==> src/rtl/lcd_bus_arbiter.sv <==
// lcd_bus_arbiter: owns an 8080-style 8-bit LCD write bus and shares it between
// a command/parameter port ({rs, byte} words) and an RGB565 pixel port.
// Each pixel is sent as two bytes (high byte first). Once the first pixel of a
// frame is accepted, the bus stays locked to the pixel port until FRAME_PIXELS
// pixels have gone out.
// Optional build macro: LCD_TE_SYNC_EN. When it is defined, the first pixel of
// each frame waits for a rising edge on the panel's tearing-effect (lcd_fmark)
// line. When it is undefined, lcd_fmark is ignored.
module lcd_bus_arbiter #(
  parameter int WR_LOW_CYCLES  = 1,
  parameter int WR_HIGH_CYCLES = 1,
  parameter int FRAME_PIXELS   = 76800
) (
  input  logic        clk,
  input  logic        rst_n,
  input  logic        cmd_valid,
  input  logic [8:0]  cmd_data,
  output logic        cmd_ready,
  input  logic        pix_valid,
  input  logic [15:0] pix_data,
  output logic        pix_ready,
  input  logic        lcd_fmark,
  output logic [7:0]  lcd_data,
  output logic        lcd_rs,
  output logic        lcd_wr,
  output logic        busy,
  output logic        frame_done
);

  localparam int TMAX = (WR_LOW_CYCLES > WR_HIGH_CYCLES) ? WR_LOW_CYCLES : WR_HIGH_CYCLES;
  localparam int TW   = (TMAX > 1) ? $clog2(TMAX) : 1;
  // Keep at least one bit so that FRAME_PIXELS=1 still elaborates. In that
  // case the counter simply stays at zero.
  localparam int CW   = (FRAME_PIXELS > 1) ? $clog2(FRAME_PIXELS) : 1;

  localparam logic [TW-1:0] LO_LAST  = TW'(WR_LOW_CYCLES - 1);
  localparam logic [TW-1:0] HI_LAST  = TW'(WR_HIGH_CYCLES - 1);
  localparam logic [CW-1:0] CNT_LAST = CW'(FRAME_PIXELS - 1);

  typedef enum logic [1:0] {IDLE, WR_LO, WR_HI} state_t;

  state_t        state;
  logic          byte_sel;
  logic          is_pix;
  logic [TW-1:0] timer;
  logic [CW-1:0] pix_cnt;
  // Only the low byte has to survive the accept cycle. The high byte goes
  // straight onto lcd_data.
  logic [7:0]    pix_lo;

  logic idle;
  logic cnt_zero;
  logic te_ok;
  logic cmd_acc;
  logic pix_acc;

  assign idle     = (state == IDLE);
  assign cnt_zero = (pix_cnt == '0);

  // Readies are forced low while reset is asserted, so the port never
  // advertises space during reset.
  assign cmd_ready = rst_n & idle & cnt_zero;
  assign pix_ready = rst_n & idle & (~cnt_zero | ~cmd_valid) & te_ok;
  assign cmd_acc   = cmd_valid & cmd_ready;
  assign pix_acc   = pix_valid & pix_ready;
  assign busy      = ~idle | ~cnt_zero;

`ifdef LCD_TE_SYNC_EN
  logic [2:0] te_sync;
  logic       te_armed;

  // Synchronise lcd_fmark and arm on its rising edge. The arm is consumed by
  // the first pixel of a frame.
  always_ff @(posedge clk or negedge rst_n) begin
    if (!rst_n) begin
      te_sync  <= 3'b000;
      te_armed <= 1'b0;
    end else begin
      te_sync  <= {te_sync[1:0], lcd_fmark};
      te_armed <= (te_armed & ~(pix_acc & cnt_zero)) | (te_sync[1] & ~te_sync[2]);
    end
  end

  assign te_ok = ~cnt_zero | te_armed;
`else
  logic unused_fmark;
  assign unused_fmark = lcd_fmark;
  assign te_ok = 1'b1;
`endif

  // Bus FSM. It accepts one word, then generates strobe timing, then sends the
  // second byte of a pixel if there is one.
  always_ff @(posedge clk or negedge rst_n) begin
    if (!rst_n) begin
      state      <= IDLE;
      byte_sel   <= 1'b0;
      is_pix     <= 1'b0;
      timer      <= '0;
      pix_cnt    <= '0;
      pix_lo     <= 8'h00;
      lcd_data   <= 8'h00;
      lcd_rs     <= 1'b1;
      lcd_wr     <= 1'b1;
      frame_done <= 1'b0;
    end else begin
      frame_done <= 1'b0;
      case (state)
        IDLE: begin
          if (cmd_acc) begin
            lcd_rs   <= cmd_data[8];
            lcd_data <= cmd_data[7:0];
            lcd_wr   <= 1'b0;
            is_pix   <= 1'b0;
            byte_sel <= 1'b0;
            timer    <= '0;
            state    <= WR_LO;
          end else if (pix_acc) begin
            pix_lo   <= pix_data[7:0];
            lcd_rs   <= 1'b1;
            lcd_data <= pix_data[15:8];
            lcd_wr   <= 1'b0;
            is_pix   <= 1'b1;
            byte_sel <= 1'b0;
            timer    <= '0;
            state    <= WR_LO;
            pix_cnt  <= (pix_cnt == CNT_LAST) ? '0 : pix_cnt + CW'(1);
          end
        end
        WR_LO: begin
          if (timer == LO_LAST) begin
            lcd_wr <= 1'b1;
            timer  <= '0;
            state  <= WR_HI;
          end else begin
            timer <= timer + TW'(1);
          end
        end
        WR_HI: begin
          if (timer == HI_LAST) begin
            timer <= '0;
            if (is_pix && !byte_sel) begin
              lcd_data <= pix_lo;
              byte_sel <= 1'b1;
              lcd_wr   <= 1'b0;
              state    <= WR_LO;
            end else begin
              state      <= IDLE;
              frame_done <= is_pix & cnt_zero;
            end
          end else begin
            timer <= timer + TW'(1);
          end
        end
        default: state <= IDLE;
      endcase
    end
  end

endmodule

==> config.mk <==
export PLATFORM = sky130hd
export DESIGN_NAME = lcd_bus_arbiter
export DESIGN_NICKNAME = d
export VERILOG_FILES = /design/src/rtl/lcd_bus_arbiter.sv
export SDC_FILE = /design/constraint.sdc
export NUM_CORES = 1
export LEC_CHECK = 0
export BUFFER_PORTS_ARGS = -buffer_cell sky130_fd_sc_hd__buf_4
export CAP_MARGIN = 20
export CORE_MARGIN = 10
export CORE_UTILIZATION = 54
export CTS_CLUSTER_SIZE = 28
export DETAILED_ROUTE_END_ITERATION = 16
export GPL_TIMING_DRIVEN = 0
export PLACE_DENSITY = 0.87
export SETUP_SLACK_MARGIN = 0.02
export SLEW_MARGIN = 5
export SYNTH_ARGS = -nofsm -noshare
export SYNTH_HDL_FRONTEND = slang
export SYNTH_SLANG_ARGS = --single-unit
export TNS_END_PERCENT = 1
==> constraint.sdc <==
create_clock -name clk -period 2.5 [get_ports clk]
set_clock_uncertainty 0.2 [all_clocks]
set_input_delay 0.125 -clock clk [delete_from_list [all_inputs] [get_ports clk]]
set_output_delay 0.125 -clock clk [all_outputs]
set_load 0.1 [all_outputs]
# ---- Word-level counts from Yosys, hierarchy flattened
# Index checks and enable logic that the tools add are counted.
dict set report op_classes {
  add_sub_neg 2
  n_eq_ne 7
  n_mux 29
  n_bitwise 12
  reduce_logical 15
}
# operator n
set op_table {}
lappend op_table {{2-to-1 mux 8 bit} 4}
lappend op_table {{adder 17 x 1 -> 17 bit, second input constant} 1}
lappend op_table {{equality test 17 bit, second input constant} 1}
lappend op_table {{logical NOT 17 bit} 1}
lappend op_table {{2-to-1 mux 17 bit} 1}
lappend op_table {{one-hot mux 8 bit (2 select lines)} 1}
lappend op_table {{2-to-1 mux 1 bit} 15}
lappend op_table {{2-to-1 mux 2 bit} 4}
lappend op_table {{bitwise AND 1 bit} 6}
lappend op_table {{inequality test 2 bit, second input constant} 3}
lappend op_table {{one-hot mux 2 bit (3 select lines)} 1}
lappend op_table {{AND reduction 3 bit} 2}
lappend op_table {{nonzero test 2 bit} 3}
lappend op_table {{AND reduction 5 bit} 1}
lappend op_table {{inverter 1 bit} 4}
lappend op_table {{one-hot mux 1 bit (2 select lines)} 2}
lappend op_table {{AND reduction 2 bit} 2}
lappend op_table {{AND reduction 4 bit} 1}
lappend op_table {{inequality test 3 x 1 -> 1 bit, second input constant} 1}
lappend op_table {{one-hot mux 1 bit (3 select lines)} 1}
lappend op_table {{nonzero test 3 bit} 1}
lappend op_table {{equality test 2 x 1 -> 1 bit, second input constant} 1}
lappend op_table {{equality test 2 bit, second input constant} 1}
lappend op_table {{logical NOT 2 bit} 1}
lappend op_table {{other kinds (5)} 6}
dict set report totals {
  regBits 41
  input_bits 30
  output_inout_bits 14
  word_cells 75
}

# ---- Longest topological paths before layout
dict set report logic_depth {
  ltp_word 8
  depth_mapped 9
  mapped_depth_nobuf 7
}

# ---- Least setup slack after synthesis
# OpenSTA, ideal clock, no wires.
dict set report synth_timing {
  kind {reg2out}
  start {register pix_cnt[0]}
  end {output port pix_ready}
  arrival_ns 1.863
  required_ns 2.175
  setup_slack_ns 0.312
  path_stages_with_launch 7
  n_path_buf 0
  cell_sequence {dfrtp_1 > inv_1 > ha_1 > nor4b_2 > and4_4 > nand2_1 > and3_1}
}
dict set report synth_via {
  elab_chain_cells 4
}
# element line
set synth_lines {}
lappend synth_lines {{start, declared} 46} ;# logic [CW-1:0] pix_cnt;
lappend synth_lines {{start signal, assigned} 126} ;# pix_cnt <= (pix_cnt == CNT_LAST) ? '0 : pix_cnt + CW'(1);
lappend synth_lines {{logical NOT 17 bit} 58} ;# assign cnt_zero = (pix_cnt == '0);
lappend synth_lines {{inverter 1 bit} 63} ;# assign pix_ready = rst_n & idle & (~cnt_zero | ~cmd_valid) & te_ok;
lappend synth_lines {{OR 1 bit} 63}
lappend synth_lines {{bitwise AND 1 bit} 63}
lappend synth_lines {{end, declared} 21} ;# output logic pix_ready,
# Every way passes these cells.

# ---- Final worst setup path
# Same ends and word-level chain as after synthesis.

==> results.json <==
{
  "cellPowerDensity_mw_per_mm2": 1120,
  "area_growth_pct": 33.6,
  "rsz0062_at_grt": "no",
  "setup_viol": 0,
  "vias": 2011,
  "postCtsSetupRepairBufs": 0,
  "dr.pass1.iters": 4,
  "insertion_delay_ps": 300,
  "grt_max_degree": 41,
  "status": "finished clean",
  "root_buffer": "clkbuf_8",
  "yosysTopAreaCell": "dfrtp_1",
  "io_buffers": 42,
  "clk_pin_slew_ps": 80,
  "slew_headroom": 0.602,
  "ys_warn_count": 0,
  "period_share": 0.954,
  "fin_util": 0.754,
  "synthCells": 224,
  "postRouteAntennaNets": 0,
  "hold_viol_final": 0,
  "synthesis.area_mm2": 0.00208,
  "h-tree-depth": 2,
  "antenna_found_initial": 0,
  "avgViaCountPerCell": 5.86,
  "synth_top_cell_area_share": 0.456,
  "synth_common_cells": "nand2_1, dfrtp_1, a21oi_1, o21ai_1, nand3_1",
  "synth_sequential_area_ratio": 0.482,
  "grt_pass1_wl_mm": 9.43,
  "endpoint_kind": "primary output",
  "cp_max_fo": 7,
  "drive_gt1_frac": 0.221,
  "p_leak_nw": 1.27,
  "ir_drop_mv": 0.472,
  "finalMaxSlewViolations": 0,
  "finalCriticalPeriod_ps": 2390,
  "dieArea_mm2": 0.00674,
  "synth_area_leaders": "dfrtp_1, nand2_1, a21oi_1",
  "clockBufferDepth": 2,
  "tns_ps": 0,
  "ios": 44,
  "final_cells": 343,
  "fmax_ghz": 0.419,
  "cts_buffers": 5,
  "start_kind": "flip-flop",
  "dp.cells": 314,
  "die_x_um": 82.1,
  "dieHeight_um": 82.1,
  "syn_nets": 256,
  "grt_pass1_vias": 1966,
  "nets": 325,
  "syn_area_per_cell_um2": 9.30,
  "cts_tree": "built",
  "rows": 22,
  "drt_iter0_drc": 181,
  "crit_required_ps": 2170,
  "synth_seq_cells": 40,
  "cts_sinks": 40,
  "grtUsageTotal": 0.177,
  "globalplace.congestion": 0.860,
  "yosysMostFrequentCell": "nand2_1",
  "synth_ff_type": "dfrtp_1",
  "worst_slew_pin_slew_ps": 597,
  "async_flop_share": 1.00,
  "dpl.hpwl_mm": 3.98,
  "grt_overflow": 0,
  "start_util": 0.565,
  "hp-class": "input port to flip-flop",
  "criticalPathCategory": "flip-flop to primary output",
  "worst_hold_slack_ps": 4.94,
  "synth_edf_count": 0,
  "synth_cell_types": 38,
  "fp.coreArea_mm2": 0.00369,
  "drcViolationCount": 0,
  "drv_cap": 0,
  "avgRoutedWirePerCell_um": 17.0,
  "wirelength_mm": 5.82,
  "arrival_ps": 2060
}
[layout by cell type, fill, tap and decap left out, drive strengths merged, types with 2 or more instances in the layout]
cell	count
nor2	8
buf	48
a22oi	2
dfstp	2
nand2b	2
nand3	11
nor4	3
ha	2
a21oi	23
nand2	42
or3	2
and4	4
xnor2	7
dlygate4sd3	19
inv	3
and3	6
nand3b	2
and3b	8
o21ai	16
a21o	5
o211ai	8
nor2b	2
dfrtp	38
nand4	7
clkbuf	11
nor3	5
[registers in the layout, indices dropped and copies added (netlist names)]
| register | count |
|---|---|
| pix_cnt | 17 |
| lcd_data | 8 |
| pix_lo | 8 |
| state | 2 |
| byte_sel | 1 |
| frame_done | 1 |
| is_pix | 1 |
| lcd_rs | 1 |
| lcd_wr | 1 |
[cells by family (layout without fill, tap and decap cells)]
kind of cell | after synthesis | in the layout | synth area share
muxes | 1 | 1 | 0.00541
adders and majority gates | 2 | 2 | 0.0120
and+or+nand+nor | 103 | 103 | 0.277
other | 0 | 1 | 0
xor gates and xnor gates | 7 | 7 | 0.0294
buffers and inverters | 14 | 84 | 0.0342
AOI/OAI and AO/OA | 57 | 57 | 0.160
DFF | 40 | 40 | 0.482
[through the flow]
stage                     total power, mW  setup slack (ps)  area (um2)
final                                3.11               114        2780
after global routing                 3.27              30.5        2780
after CTS                            3.09               120        2780
after detailed placement             2.53               247        2460
after global placement               2.47               269        2460
after floorplan                      2.15               312        2080
[final cells by class]
class	count	area, um2
Antenna cell	1	2.50
Buffer	11	60.1
Clock buffer	5	68.8
Clock inverter	3	42.5
Fill cell	241	906
Inverter	3	11.3
Multi-Input combinational cell	170	1010
Sequential cell	40	1000
Tap cell	48	60.1
Timing Repair Buffer	62	526
[worst paths after layout]
check | startpoint | end | slack, ps | cells past startpoint
min in group asynchronous | rst_n | pix_cnt[15] | 170 | 3
max in group asynchronous | rst_n | lcd_rs | 1670 | 3
min | pix_data[15] | lcd_data[7] | 5 | 5
max | pix_cnt[0] | pix_ready | 110 | 7
max reg2reg | pix_cnt[0] | pix_lo[2] | 290 | 8
min reg2reg | pix_lo[7] | pix_lo[7] | 280 | 2
[layer usage]
metal  vias to the layer above  wire length (um)  global-route usage
met5                         -                 0                   0
met4                         0               117              0.0612
met3                        13               393              0.0475
met2                        83              2960               0.299
met1                       977              2350               0.214
li1                        938                 -                   -
[timing repair]
| item | 4_1_cts | 5_1_grt |
|---|---|---|
| resized for setup | 0 | 0 |
| hold endpoints to repair | 57 | 0 |
| hold buffers | 20 | 0 |
[worst max-delay path: stages (launching register included)]
cell     delay, ps
dfrtp_1        450
inv_1           90
ha_1           160
nor4b_2        270
and4_4         300
nand2_1         90
and3_1         180
buf_4          230
[where the power goes]
group / internal, mW / switching, mW / total, mW
combinational: 0.454 / 1.09 / 1.55
clock: 0.295 / 0.236 / 0.532
sequential: 0.850 / 0.179 / 1.03
total: 1.60 / 1.51 / 3.11
Note: power is estimated with default switching activity, not from simulation.
